--- config.mk ---
export PLATFORM = sky130hd
export DESIGN_NAME = rx_lane_sync_ctrl_flat
export DESIGN_NICKNAME = d
export VERILOG_FILES = /design/src/rtl/rx_lane_sync_ctrl_if.sv /design/src/rtl/rx_lane_sync_ctrl.sv /design/src/flat_wrapper.sv
export SDC_FILE = /design/constraint.sdc
export NUM_CORES = 1
export LEC_CHECK = 0
export BUFFER_PORTS_ARGS = -buffer_cell sky130_fd_sc_hd__buf_4
export CAP_MARGIN = 20
export CORE_MARGIN = 3
export CORE_UTILIZATION = 50
export CTS_BUF_LIST = sky130_fd_sc_hd__clkbuf_8
export DETAILED_ROUTE_END_ITERATION = 10
export GPL_ROUTABILITY_DRIVEN = 0
export GPL_TIMING_DRIVEN = 0
export PLACE_DENSITY = 0.74
export REMOVE_ABC_BUFFERS = 1
export SLEW_MARGIN = 20
export SYNTH_ARGS = -nofsm -noshare
export SYNTH_HDL_FRONTEND = slang
export SYNTH_SLANG_ARGS = --single-unit
--- constraint.sdc ---
create_clock -name clk_f -period 2.16 [get_ports clk_f]
set_input_delay 0.324 -clock clk_f [delete_from_list [all_inputs] [get_ports clk_f]]
set_output_delay 0.324 -clock clk_f [all_outputs]
set_load 0.05 [all_outputs]
--- src/rtl/rx_lane_sync_ctrl_if.sv ---
// Lane data bus between the serial-to-parallel converters, the lane sync controller and the RX demux.
// The master modport is the side that drives lane bytes in and observes the gated result.
interface rx_lane_sync_ctrl_if;
  logic [31:0] data_in;
  logic [3:0]  valid_in;
  logic [31:0] data_out;
  logic [3:0]  valid_out;
  logic [3:0]  sync_out;
  logic        active_out;

  modport master (
    output data_in,
    output valid_in,
    input  data_out,
    input  valid_out,
    input  sync_out,
    input  active_out
  );

  modport slave (
    input  data_in,
    input  valid_in,
    output data_out,
    output valid_out,
    output sync_out,
    output active_out
  );
endinterface

--- src/rtl/rx_lane_sync_ctrl.sv ---
// Four-lane COM-based sync controller: one LOSS/SYNCED FSM per lane, and payload gating so the
// demux only sees non-COM, non-IDL bytes while every lane is synchronized.
module rx_lane_sync_ctrl #(
  parameter logic [7:0] COM        = 8'hBC,
  parameter logic [7:0] IDL        = 8'h7C,
  parameter logic [3:0] SYNC_COUNT = 4'd4,
  parameter logic [3:0] LOSS_COUNT = 4'd4
) (
  input  logic                 clk_f,
  input  logic                 reset_L,
  rx_lane_sync_ctrl_if.slave   bus
);

  typedef enum logic {
    LOSS   = 1'b0,
    SYNCED = 1'b1
  } lane_state_t;

  lane_state_t [3:0] state_q, state_d;
  logic [3:0][3:0]   com_cnt_q, com_cnt_d;
  logic [3:0][3:0]   miss_cnt_q, miss_cnt_d;
  logic [31:0]       data_q, data_d;
  logic [3:0]        valid_q, valid_d;
  logic [3:0]        sync;
  logic              active;

  function automatic logic [3:0] sat_inc(input logic [3:0] c);
    return (c == 4'hF) ? c : c + 4'd1;
  endfunction

  always_comb begin
    for (int i = 0; i < 4; i++) begin
      sync[i] = (state_q[i] == SYNCED);
    end
  end

  assign active = &sync;

  // Lane FSMs and output gating; gating uses the pre-edge active flag, so a lane that
  // completes acquisition or drops out this cycle only affects the following edge.
  always_comb begin
    state_d    = state_q;
    com_cnt_d  = com_cnt_q;
    miss_cnt_d = miss_cnt_q;
    data_d     = data_q;
    valid_d    = '0;
    for (int i = 0; i < 4; i++) begin
      case (state_q[i])
        LOSS: begin
          miss_cnt_d[i] = '0;
          if (bus.valid_in[i] && (bus.data_in[8*i +: 8] == COM)) begin
            if (sat_inc(com_cnt_q[i]) == SYNC_COUNT) begin
              state_d[i]   = SYNCED;
              com_cnt_d[i] = '0;
            end else begin
              com_cnt_d[i] = sat_inc(com_cnt_q[i]);
            end
          end else begin
            com_cnt_d[i] = '0;
          end
        end
        SYNCED: begin
          com_cnt_d[i] = '0;
          if (!bus.valid_in[i]) begin
            if (sat_inc(miss_cnt_q[i]) == LOSS_COUNT) begin
              state_d[i]    = LOSS;
              miss_cnt_d[i] = '0;
            end else begin
              miss_cnt_d[i] = sat_inc(miss_cnt_q[i]);
            end
          end else begin
            miss_cnt_d[i] = '0;
          end
        end
        default: begin
          state_d[i]    = LOSS;
          com_cnt_d[i]  = '0;
          miss_cnt_d[i] = '0;
        end
      endcase

      if (active && bus.valid_in[i] &&
          (bus.data_in[8*i +: 8] != COM) && (bus.data_in[8*i +: 8] != IDL)) begin
        valid_d[i]        = 1'b1;
        data_d[8*i +: 8]  = bus.data_in[8*i +: 8];
      end
    end
  end

  always_ff @(posedge clk_f or negedge reset_L) begin
    if (!reset_L) begin
      state_q    <= {4{LOSS}};
      com_cnt_q  <= '0;
      miss_cnt_q <= '0;
      data_q     <= '0;
      valid_q    <= '0;
    end else begin
      state_q    <= state_d;
      com_cnt_q  <= com_cnt_d;
      miss_cnt_q <= miss_cnt_d;
      data_q     <= data_d;
      valid_q    <= valid_d;
    end
  end

  assign bus.data_out   = data_q;
  assign bus.valid_out  = valid_q;
  assign bus.sync_out   = sync;
  assign bus.active_out = active;

endmodule

--- src/flat_wrapper.sv ---
// flat-port wrapper written by rule: the top's interface ports become plain ports
module rx_lane_sync_ctrl_flat 
#(
  parameter logic [7:0] COM        = 8'hBC,
  parameter logic [7:0] IDL        = 8'h7C,
  parameter logic [3:0] SYNC_COUNT = 4'd4,
  parameter logic [3:0] LOSS_COUNT = 4'd4
)
  (clk_f, reset_L, bus_data_in, bus_valid_in, bus_data_out, bus_valid_out, bus_sync_out, bus_active_out);
  rx_lane_sync_ctrl_if bus_i ();
  input  logic clk_f;
  input  logic reset_L;
  input wire logic [$bits(bus_i.data_in)-1:0] bus_data_in;
  input wire logic [$bits(bus_i.valid_in)-1:0] bus_valid_in;
  output wire logic [$bits(bus_i.data_out)-1:0] bus_data_out;
  output wire logic [$bits(bus_i.valid_out)-1:0] bus_valid_out;
  output wire logic [$bits(bus_i.sync_out)-1:0] bus_sync_out;
  output wire logic [$bits(bus_i.active_out)-1:0] bus_active_out;
  assign bus_i.data_in = bus_data_in;
  assign bus_i.valid_in = bus_valid_in;
  assign bus_data_out = bus_i.data_out;
  assign bus_valid_out = bus_i.valid_out;
  assign bus_sync_out = bus_i.sync_out;
  assign bus_active_out = bus_i.active_out;
  rx_lane_sync_ctrl #(.COM(COM), .IDL(IDL), .SYNC_COUNT(SYNC_COUNT), .LOSS_COUNT(LOSS_COUNT)) u_core (.clk_f(clk_f), .reset_L(reset_L), .bus(bus_i));
endmodule
**After elaboration in Yosys (flattened, before gate mapping)**

Cells that the tools add are included.

- Reductions and logical operators: 17
- Order comparisons: 0
- Add/subtract/negate cells: 8
- Eq/ne operators: 28
- Mux-type cells: 56
- Bitwise logic cells: 4
- Shifts and indexed selects: 0
- $mul: 0
- Divide/modulo/power cells: 0

Operators with widths:

| operator | number |
|---|---|
| $mux 4 | 24 |
| $pmux 4 s2 | 8 |
| $add 4x1->4 const B | 8 |
| $eq 4x3->1 const B | 8 |
| $eq 4x4->1 const B | 8 |
| $eq 8x8->1 const B | 4 |
| $ne 8x7->1 const B | 4 |
| $ne 8x8->1 const B | 4 |
| $mux 1 | 20 |
| $logic_and 1x1->1 | 16 |
| $pmux 1 s2 | 4 |
| $not 1->1 | 4 |
| $reduce_and 4->1 | 1 |

- Memory bits (writable): 0
- Latch bits: 0
- Output and inout bits: 41
- Memories kept: 0
- Bits in read-only memories: 0
- Bits of input ports: 38
- Flip-flop bits (word level): 72

**Depth between registers and ports, before layout**

Gate-level depths: netlist of the first run.

- Word-level depth: 6
- Gate-level depth with buffers: 6

**Worst setup path after synthesis of the first run**

No wires, ideal clock.

- Path kind: register to register
- Start point: register u_core.state_q, in the netlist u_core.bus.sync_out[1]
- End point: register u_core.data_q[16] (netlist: u_core.bus.data_out[16])
- Required time: 2.035 ns
- Path buffers: 1
- Cell stages (with the launch flop): 7
- Arrival: 1.803 ns
- Setup time: 0.125 ns
- Period minus slack after synthesis: 1.928 ns
- Setup slack: 0.232 ns
- Path through: dfrtp_1 nand4_1 inv_2 buf_6 nand2_2 o21bai_4 mux2_2

- Cells in the longest elaborated chain, start to end: 4

RTL lines:

| item | RTL line | source |
|---|---|---|
| start: declaration | rx_lane_sync_ctrl.sv:19 | `lane_state_t [3:0] state_q, state_d;` |
| start signal: assignment | rx_lane_sync_ctrl.sv:92 | `state_q <= {4{LOSS}};` |
| start signal: assignment | rx_lane_sync_ctrl.sv:98 | `state_q <= state_d;` |
| $reduce_and 4->1 | rx_lane_sync_ctrl.sv:37 | `assign active = &sync;` |
| net bus_active_out | flat_wrapper.sv:18 | `output wire logic [$bits(bus_i.active_out)-1:0] bus_active_out;` |
| $logic_and 1x1->1 (2 in a row) | rx_lane_sync_ctrl.sv:82 | `if (active && bus.valid_in[i] &&` |
| $logic_and 1x1->1 | rx_lane_sync_ctrl.sv:83 | `(bus.data_in[8*i +: 8] != COM) && (bus.data_in[8*i +: 8] != IDL)) begin` |
| end signal: assignment | rx_lane_sync_ctrl.sv:101 | `data_q <= data_d;` |
| end: declaration | rx_lane_sync_ctrl.sv:22 | `logic [31:0] data_q, data_d;` |

The timed path passes the listed nets, and every way through them passes these cells.
A chain may end at the register's enable or synchronous reset.

**Final worst setup path of the first run**

- Start point: register u_core.state_q, in the netlist u_core.bus.sync_out[1]
- End point: output port bus_active_out

- Cells in the longest elaborated chain, start to end: 1

RTL lines:

| item | RTL line |
|---|---|
| $reduce_and 4->1 | rx_lane_sync_ctrl.sv:37 |
| end: declaration | flat_wrapper.sv:18 |

No other way between the ends.

==> results of run 1 <==
-- layout make-up --
cell class	instances	area [um^2]
fillers	566	2397
multi-input cells	244	1828
flip-flops and latches	72	1802
repair buffers	78	585.6
clock buffers	10	137.6
well taps	96	120.1
inverters	21	81.33
clock inverters	6	67.56
-- power by group through the flow --
stage          Clock (W)  Sequential (W)  Combinational, W
2_1_floorplan          0         0.00137         0.0000280
3_3_place_gp           0         0.00137          0.000133
3_5_place_dp           0         0.00137          0.000136
4_1_cts          0.00113         0.00135          0.000135
5_1_grt          0.00118         0.00135          0.000149
6_report         0.00110         0.00135          0.000133
-- synthesized netlist by cell type --
cell type and instances:
nor3_1 9, nand3_1 17, nor3_2 3, nand2_1 9, a311o_1 2, a21oi_1 14
nand2b_1 11, nor4_1 1, o22a_1 1, nand3_4 1, o31ai_1 3, a211oi_1 7
or3b_2 1, a32oi_1 2, mux2i_1 13, nand2_2 1, a22o_1 1, o21bai_4 1
ha_1 8, a211o_1 1, inv_2 1, xnor2_1 16, o21ai_0 7, nand3b_1 8
nand3_2 2, a31oi_1 12, nor3b_2 2, buf_6 1, o21ai_1 1, and4bb_2 4
nand4b_1 1, nor2b_1 1, o21bai_2 3, xor2_1 3, nor3b_1 14, mux2_2 23
dfrtp_1 72, nand4_1 2, and3_1 1, a311o_2 1, or4_4 3, nor2_1 23
inv_1 20, o22ai_1 11
-- state kept, by name (all words and copies together) (netlist names) --
| signal | cells |
|---|---|
| u_core.miss_cnt_q | 16 |
| u_core.com_cnt_q | 16 |
| u_core.bus.valid_out | 4 |
| u_core.bus.data_out | 32 |
| u_core.bus.sync_out | 4 |
-- layer usage --
metal | wire length, um | share of wire (%) | vias up
met3 | 330 | 4.2 | 11
met5 | 0 | 0 | -
met2 | 3955 | 50 | 54
met1 | 3506 | 44 | 1414
met4 | 115 | 1.5 | 0
li1 | - | - | 1427
-- stage by stage --
step	hold WS, ns	util, %	instances
finish	0.09360	65.85	527
detailed placement	0.4950	62.89	511
CTS	0.1253	65.81	527
global placement	0.4888	62.89	511
floorplan	0.02841	-	337
global route	0.1714	65.85	527
-- kinds of logic after synthesis --
family	after synthesis
compound gates	67
simple gates	114
buf+inv	22
xor+xnor	19
fa+ha+maj	8
mux	36
flops	72
-- worst reg2reg max path, stage by stage (launching register included) --
cell	delay (ns)
dfrtp_1	0.47
nand4_1	0.36
inv_4	0.30
nand2_1	0.13
o21bai_2	0.31
mux2_2	0.32
-- how the worst min path moves through the flow --
| stage | cells after the start | endpoint | slack, ns |
|---|---|---|---|
| floorplan | 0 | u_core.bus.data_out[0] | 0.03 |
| global placement | 1 | u_core.bus.data_out[5] | 0.49 |
| detailed placement | 1 | u_core.bus.data_out[25] | 0.50 |
| CTS | 1 | u_core.com_cnt_q[15] | 0.13 |
| global route | 1 | u_core.com_cnt_q[15] | 0.17 |
| finish | 1 | u_core.com_cnt_q[15] | 0.09 |
==> summary.txt, run 1 <==
Power and ir drop
  • Final Power: 0.002580 W
  • Flop pwr share: 52.2%
  • Comb power frac: 5.2%
  • Int Power: 0.001974 W
  • Worst IR Drop VDD: 0.0003785 V
  • Sw power: 0.0006060 W
  • Switching fraction of total power: 23.48%
  • P_leak: 2.196 nW
  • Clock share of power: 42.6%
  • Pwr Density: 558.3 nW/um^2

Synthesis
  • Compound-Gate Fraction of Synth Area: 12.28%
  • XOR/XNOR share of the synthesized area: 4.474%
  • Post-synth top area share: 48.44%
  • Largest family of logic cells by synthesized area: simple AND/OR/NAND/NOR gates
  • Post-Syn Instances: 338
  • Synthesized area per cell: 11.01 um^2
  • Synth top area cells: dfrtp_1 (48%), mux2_2 (7.0%), xnor2_1 (3.8%)
  • Adder-cell area share of the yosys netlist: 2.691%
  • Cell accounting for the most synthesized area: dfrtp_1
  • Register area share after synthesis: 48.44%
  • Synthesized area: 3720 um^2
  • Synthesized flop and latch total: 72
  • Distinct cells, synth: 44
  • Yosys warnings: 0
  • Mux contribution to synthesized area: 10.46%
  • Simple-Gate Fraction of Synth Area: 19.24%

Floorplanning
  • Die area: 8511 um^2
  • Row cnt: 30
  • Starting Density: 52.99%
  • Die width: 92.26 um
  • # IOs: 79
  • Die Y: 92.26 um
  • CORE AREA: 7019 um^2

Route
  • Vias per Instance: 5.514
  • Drt initial violations: 148
  • ANT nets after route: 0
  • Pre-antenna DRT Iters: 4
  • Routed wire length: 7907 um
  • DR WL/cell: 15.00 um
  • DRC violations left: 0
  • Routed via count: 2906

Place
  • Port buffer count: 78
  • HPWL Detailed: 5782 um
  • DP Area: 4414 um^2
  • Pre-CTS WS: 0.09570 ns

STA
  • Final Max Tran Viols: 0
  • Final min period: 2.045 ns
  • Worst setup margin: 0.1148 ns
  • Hold Vio Cnt, Final: 0
  • Final setup TNS: 0 ns
  • Least-Margin Pin Slew: 0.9067 ns
  • Worst slew margin: 39.55%
  • Final clock skew: 0.007551 ns
  • Final setup violation count: 0
  • Final worst path period share: 94.69%
  • Fmax: 488.9 MHz

Global routing
  • Antenna violations before repair: 0
  • Vias in the first global route: 2930
  • GRT Util Overall: 19.68%
  • Met2 GRT Util: 33.09%
  • Total gr overflow: 0
  • Met3 GRT Util: 5.086%
  • First-pass GRT wire length: 13390 um
  • GRT busiest layer: met2
  • Met1 Resource Use GR: 24.56%
  • Largest net degree at the start of global routing: 73

Finish
  • Diode count: 0
  • Cell area after layout: 4622 um^2
  • Most common cell after layout, fill and taps aside: buf_4
  • Area Growth Syn to Fin: 24.25%
  • Fin nets: 472
  • Most frequent cells in the layout: buf_4 (78), dfrtp_1 (72), nor2_1 (23), mux2_2 (23), inv_1 (20)
  • Layout cells sized above 1: 32.48%

Clocking
  • CTS max path bufs: 2
  • TritonCTS clock tree: yes
  • # resized after CTS: 0
  • Clock Root Buffer: clkbuf_8
  • Clk sink count: 72
  • CTS clk-pin slew, worst paths: 0.08 ns
  • CTS buffer count: 9
  • Htree depth: 3
  • Setup bufs post-CTS: 0
  • Cts hold-fix bufs: 0
  • Clk Latency, worst-skew pair: 0.35 ns

Outcome
  • Status: complete, no violations

Critical path
  • CP Depth: 3
  • Kind of critical path: register to output port
  • Crit path max-delay cell type: dfrtp_1
  • CP endpoint kind: output port
  • Worst Path Max Fanout: 13
  • R2R Setup Slk: 0.15 ns
  • Setup crit start: u_core.bus.sync_out[1]
  • Crit-path max cell delay: 0.47 ns
  • Crit path to: bus_active_out
  • Arrival time worst endpoint: 1.72 ns
  • Worst Reg-to-Reg Cells: 5
  • WP data required: 1.84 ns
  • Reg2Reg Launch Point: u_core.bus.sync_out[1]
  • Reg2reg end: u_core.bus.data_out[24]
  • Crit path max-delay family: buffers and inverters
  • Startpoint Class: register
  • CP Cell Sequence: nand4_1 > inv_4 > buf_4
  • Buffers and inverters on the worst path: 2

Job
  • Maxcap violations: 0

Hold path
  • Hold WC Path Type: input pin to asynchronous set/reset pin
No activity file was read; power rests on OpenSTA's default activity.
==> inputs of run 2 (changes only) <==
Settings changed: CORE_UTILIZATION 50 to 35, PLACE_DENSITY 0.74 to not set.
Clock period 2.16 ns to 2 ns, I/O delays scaled along.
==> run 2 against run 1 <==
Against the previous run:
- final cell count is 7.8% higher
- power rose by 18%
- worst setup slack better by 0.064 ns
- clock skew rose by 0.0037 ns
==> summary.txt, run 2 (synthesis gave the netlist of run 1 again) <==
STA
  • Least-Margin Pin Slew: 0.9198 ns
  • Final min period: 1.821 ns
  • Unrepaired setup endpoints after global routing: no
  • WHS: 0.06192 ns
  • Fmax: 549.1 MHz
  • Final Max Tran Viols: 0
  • Final setup violation count: 0
  • Worst slew margin: 38.68%
  • Final clock skew: 0.01128 ns
  • Hold Vio Cnt, Final: 0
  • Final worst path period share: 91.06%

Finish
  • Most frequent cells in the layout: buf_4 (79), dfrtp_1 (72), nor2_1 (23), mux2_2 (23), inv_1 (20)
  • Filler instances: 968
  • Layout cells sized above 1: 32.64%
  • Fin nets: 473
  • Diode count: 0
  • Post-route insts no fill: 568
  • Max FFs per register: 32
  • Most common cell after layout, fill and taps aside: buf_4
  • Area Growth Syn to Fin: 27.11%

Critical path
  • Kind of critical path: register to output port
  • Crit-path max cell delay: 0.47 ns
  • Startpoint Class: register
  • Buffers and inverters on the worst path: 2
  • Reg2reg end: u_core.bus.data_out[3]
  • Worst Reg-to-Reg Cells: 5
  • Crit path to: bus_active_out
  • WP data required: 1.70 ns
  • Crit path max-delay cell type: dfrtp_1
  • Reg2Reg Launch Point: u_core.bus.sync_out[1]
  • Setup crit start: u_core.bus.sync_out[1]
  • R2R Setup Slk: 0.19 ns
  • Arrival time worst endpoint: 1.52 ns
  • CP endpoint kind: output port
  • CP Depth: 3
  • Worst Path Max Fanout: 13
  • Crit path max-delay family: buffers and inverters
  • CP Cell Sequence: nand4_1 > inv_4 > buf_4

Job
  • Maxcap violations: 0

Power and ir drop
  • Worst IR Drop VDD: 0.0003585 V
  • Pwr Density: 646.4 nW/um^2
  • P_leak: 2.227 nW

Route
  • Drt initial violations: 118
  • DRC violations left: 0
  • Routed via count: 2874
  • ANT nets after route: 0
  • Vias per Instance: 5.060
  • DR WL/cell: 14.05 um
  • Routed wire length: 7978 um
  • Pre-antenna DRT Iters: 4

Global routing
  • Vias in the first global route: 2803
  • First-pass GRT wire length: 13260 um
  • Antenna violations before repair: 0
  • Largest net degree at the start of global routing: 73
  • Total gr overflow: 0
  • GRT Util Overall: 14.31%

Clocking
  • CTS clk-pin slew, worst paths: 0.08 ns
  • Clk Latency, worst-skew pair: 0.35 ns
  • CTS buffer count: 9
  • Htree depth: 3
  • Clk sink count: 72
  • CTS max path bufs: 2
  • Clock Root Buffer: clkbuf_8
  • TritonCTS clock tree: yes
  • Cts hold-fix bufs: 0

Hold path
  • Hold WC Path Type: input pin to asynchronous set/reset pin

Floorplanning
  • Starting Density: 36.03%
  • # IOs: 79
  • Row cnt: 37
  • Die Y: 109.1 um
  • CORE AREA: 10320 um^2
  • Die width: 109.1 um
  • Die area: 11900 um^2

Place
  • HPWL Detailed: 5867 um
  • Port buffer count: 78
  • Placed Cells incl. Taps: 551

Outcome
  • Status: complete, no violations
-- run 2: worst min-delay path by stage --
stage	from	end	slack, ns	cells past startpoint
CTS	reset_L	u_core.bus.data_out[19]	0.12	1
finish	reset_L	u_core.bus.data_out[19]	0.06	1
global placement	u_core.bus.data_out[5]	u_core.bus.data_out[5]	0.48	1
floorplan	reset_L	u_core.bus.data_out[0]	0.004	0
global route	reset_L	u_core.bus.data_out[19]	0.16	1
detailed placement	u_core.bus.data_out[5]	u_core.bus.data_out[5]	0.48	1
-- run 2: power by group --
| part | switching, W | internal (W) | leakage [nW] |
|---|---|---|---|
| sequential | 0.000000499 | 0.00145 | 1.01 |
| combinational | 0.0000801 | 0.0000639 | 1.09 |
| clock | 0.000562 | 0.000895 | 0.126 |
| total | 0.000643 | 0.00241 | 2.23 |
-- run 2: final cells by class --
cell class                 count  area [um^2]  area share, %
clock inverter                 5        102.6          2.170
sequential                    72         1802          38.11
multi-input combinational    244         1828          38.66
inverter                      21        81.33          1.720
tap                          136        170.2          3.599
clock buffer                  11        151.4          3.202
timing repair buffer          79        593.1          12.54
-- run 2: metal layers --
metal / track usage (%) / share of wire, % / vias up
met5: 0 / 0 / -
met4: 6.763 / 2.0 / 0
met3: 2.724 / 3.9 / 15
met2: 21.71 / 45 / 58
met1: 19.66 / 49 / 1368
li1: - / - / 1433
-- run 2: through the flow --
| step | util (%) | TNS (ns) | instance area, um^2 | total power [W] | setup slack [ns] |
|---|---|---|---|---|---|
| floorplan | - | -1.652 | 3709 | 0.001515 | -0.1356 |
| global placement | 43.24 | -3.201 | 4464 | 0.001630 | -0.2188 |
| detailed placement | 43.24 | -2.121 | 4464 | 0.001632 | -0.1686 |
| CTS | 45.80 | 0 | 4728 | 0.003106 | 0.1397 |
| global route | 45.80 | 0 | 4728 | 0.003181 | 0.08009 |
| finish | 45.80 | 0 | 4728 | 0.003056 | 0.1788 |
-- run 2: what timing repair did --
item                       in CTS  in global routing
setup endpoints to repair      20                  0
resized for setup               1                  0
setup buffers                   1                  0
-- run 2: worst register-to-register path, stage by stage, from the launching register on --
cell      delay (ns)
dfrtp_1         0.47
nand4_1         0.23
inv_4           0.24
nand2_1         0.17
o21bai_2        0.30
mux2_2          0.30
==> inputs of run 3 (changes only) <==
Settings changed: ABC_AREA set to 1.
==> run 3 against run 2 <==
Against the previous run:
- clock power is 13% lower
- combinational power increased by 130%
- power grew 1.7%
- final cell count rose by 24%
- critical path type unchanged
- first-iteration DRC count rose by 3.4%
- wire length fell by 3.3%
- synthesized cell count increased by 42%
- via count is 11% higher
- largest power group unchanged
==> summary.txt, run 3 <==
Finish
  • Diode count: 0
  • Post-route insts no fill: 702
  • Fin nets: 610
  • Max FFs per register: 32
  • Filler instances: 981
  • Reg area: 1802 um^2
  • Layout cells sized above 1: 22.32%
  • Most common cell after layout, fill and taps aside: nand2_1
  • Most frequent cells in the layout: nand2_1 (191), buf_4 (78), dfrtp_1 (72)
  • Multi-input logic area: 1572 um^2
  • Post-Route Utilization: 46.09%
  • Area Growth Syn to Fin: 25.28%

Synthesis
  • Distinct cells, synth: 19
  • Synthesized area: 3662 um^2
  • Top cells by count, synth: nand2_1 (191), dfrtp_1 (72), inv_1 (61)
  • Ys async rst share: 100.0%
  • Cell accounting for the most synthesized area: dfrtp_1
  • Register area share after synthesis: 49.20%
  • Synth top area cells: dfrtp_1 (49%), nand2_1 (20%), inv_1 (6.3%)
  • Number of enable flip-flop cells after synthesis: 0
  • Post-synth top area share: 49.20%
  • Synthesized area per cell: 7.646 um^2
  • Primary FF master, synth: dfrtp_1
  • Yosys warnings: 0
  • Post-Syn Instances: 479
  • Most common cell in the netlist: nand2_1
  • Synthesized flop and latch total: 72

STA
  • Final min period: 1.671 ns
  • Worst slew margin: 39.63%
  • Least-Margin Pin Slew: 0.9056 ns
  • Fmax: 598.3 MHz
  • Final worst path period share: 83.57%
  • Final setup TNS: 0 ns
  • Final clock skew: 0.007855 ns
  • Final setup violation count: 0
  • Final Max Tran Viols: 0
  • Unrepaired setup endpoints after global routing: no
  • Hold Vio Cnt, Final: 0

Power and ir drop
  • Pwr Density: 677.4 nW/um^2
  • Worst IR Drop VDD: 0.0003411 V
  • P_leak: 2.547 nW

Place
  • HPWL Detailed: 5922 um
  • Port buffer count: 78
  • Placed Cells incl. Taps: 686

Critical path
  • Crit path max-delay cell type: dfrtp_1
  • Crit-path max cell delay: 0.47 ns
  • Startpoint Class: register
  • Setup crit start: u_core.bus.sync_out[2]
  • Worst Path Max Fanout: 6
  • WP data required: 1.70 ns
  • CP endpoint kind: output port
  • Reg2Reg Launch Point: u_core.bus.sync_out[2]
  • Arrival time worst endpoint: 1.37 ns
  • Kind of critical path: register to output port
  • CP Cell Sequence: nand4_2 > inv_1 > buf_4

Floorplanning
  • Die Y: 108.3 um
  • CORE AREA: 9955 um^2
  • Starting Density: 36.79%
  • Row cnt: 36
  • Die area: 11730 um^2
  • Die width: 108.3 um
  • # IOs: 79

Global routing
  • Vias in the first global route: 3009
  • GRT Util Overall: 14.08%
  • Antenna violations before repair: 0
  • Total gr overflow: 0
  • First-pass GRT wire length: 13140 um
  • Largest net degree at the start of global routing: 73

Route
  • ANT nets after route: 0
  • Routed via count: 3196
  • DR WL/cell: 10.99 um
  • Vias per Instance: 4.553
  • Drt initial violations: 122
  • DRC violations left: 0
  • Pre-antenna DRT Iters: 4
  • Routed wire length: 7712 um

Clocking
  • Clock Root Buffer: clkbuf_8
  • CTS max path bufs: 2
  • TritonCTS clock tree: yes
  • Clk sink count: 72
  • CTS clk-pin slew, worst paths: 0.08 ns
  • # resized after CTS: 0
  • CTS buffer count: 9
  • Htree depth: 3
  • Clk Latency, worst-skew pair: 0.34 ns
  • Setup bufs post-CTS: 0
  • Cts hold-fix bufs: 0

Job
  • Maxcap violations: 0

Outcome
  • Status: complete, no violations

Hold path
  • Hold WC Path Type: input pin to asynchronous set/reset pin
run 3: changes by cell type after synthesis, sizes merged, moves of 13 or more:
cell and delta:
nand2 +189, nor3b -16, mux2 -23, xnor2 -16, nor2 +14, inv +44, mux2i -13
run 3: area by class of cell:
type	instances	area share, %
Inverter	65	5.318
Clock inverter	7	2.073
Multi-Input combinational cell	338	34.25
Tap cell	133	3.627
Sequential cell	72	39.27
Clock buffer	9	2.700
Timing Repair Buffer	78	12.76
run 3: cells by family after synthesis:
kind of cell | Yosys count | share of synthesized area [%]
DFF | 72 | 49.20
adders and majority gates | 8 | 2.733
and+or+nand+nor | 299 | 35.12
buffers and inverters | 69 | 7.892
AOI/OAI and AO/OA | 31 | 5.056
run 3: metal layers:
| metal | track usage (%) | routed length (um) | vias to the layer above |
|---|---|---|---|
| met1 | 17.15 | 3485 | 1468 |
| li1 | - | - | 1662 |
| met5 | 0 | 0 | - |
| met3 | 3.463 | 368 | 10 |
| met4 | 5.681 | 116 | 0 |
| met2 | 23.93 | 3742 | 56 |
run 3: worst paths after layout:
kind	end	slack [ns]	depth (start not counted)
setup / recovery	bus_active_out	0.33	3
setup reg to reg	u_core.bus.data_out[26]	0.39	6
max in group asynchronous	u_core.bus.valid_out[1]	1.33	1
hold / removal	u_core.bus.data_out[3]	0.08	1
hold reg to reg	u_core.bus.data_out[29]	0.48	2
min in group clk_f	u_core.bus.data_out[21]	0.15	3
run 3: stage by stage:
stage | cell area [um^2] | hold WS (ns) | power, W | setup WS [ns]
after floorplan | 3617 | 0.004409 | 0.001710 | 0.4133
after global placement | 4369 | 0.4650 | 0.001875 | 0.3333
after detailed placement | 4369 | 0.4671 | 0.001878 | 0.3349
after CTS | 4588 | 0.1164 | 0.003160 | 0.2659
after global routing | 4588 | 0.1456 | 0.003252 | 0.1904
final | 4588 | 0.08192 | 0.003108 | 0.3287
run 3: worst max-delay path: cells and delay by family (launching register included):
kind          cells  cell delay (ns)
buf+inv           2             0.31
flops             1             0.47
simple gates      1             0.25
run 3: where the power goes:
| group | internal [W] | total (W) | leakage [nW] | switching (W) |
|---|---|---|---|---|
| Sequential | 0.00149 | 0.00151 | 0.972 | 0.0000208 |
| Combinational | 0.000114 | 0.000334 | 1.47 | 0.000220 |
| Clock | 0.000704 | 0.00127 | 0.110 | 0.000561 |
| Total | 0.00231 | 0.00311 | 2.55 | 0.000802 |
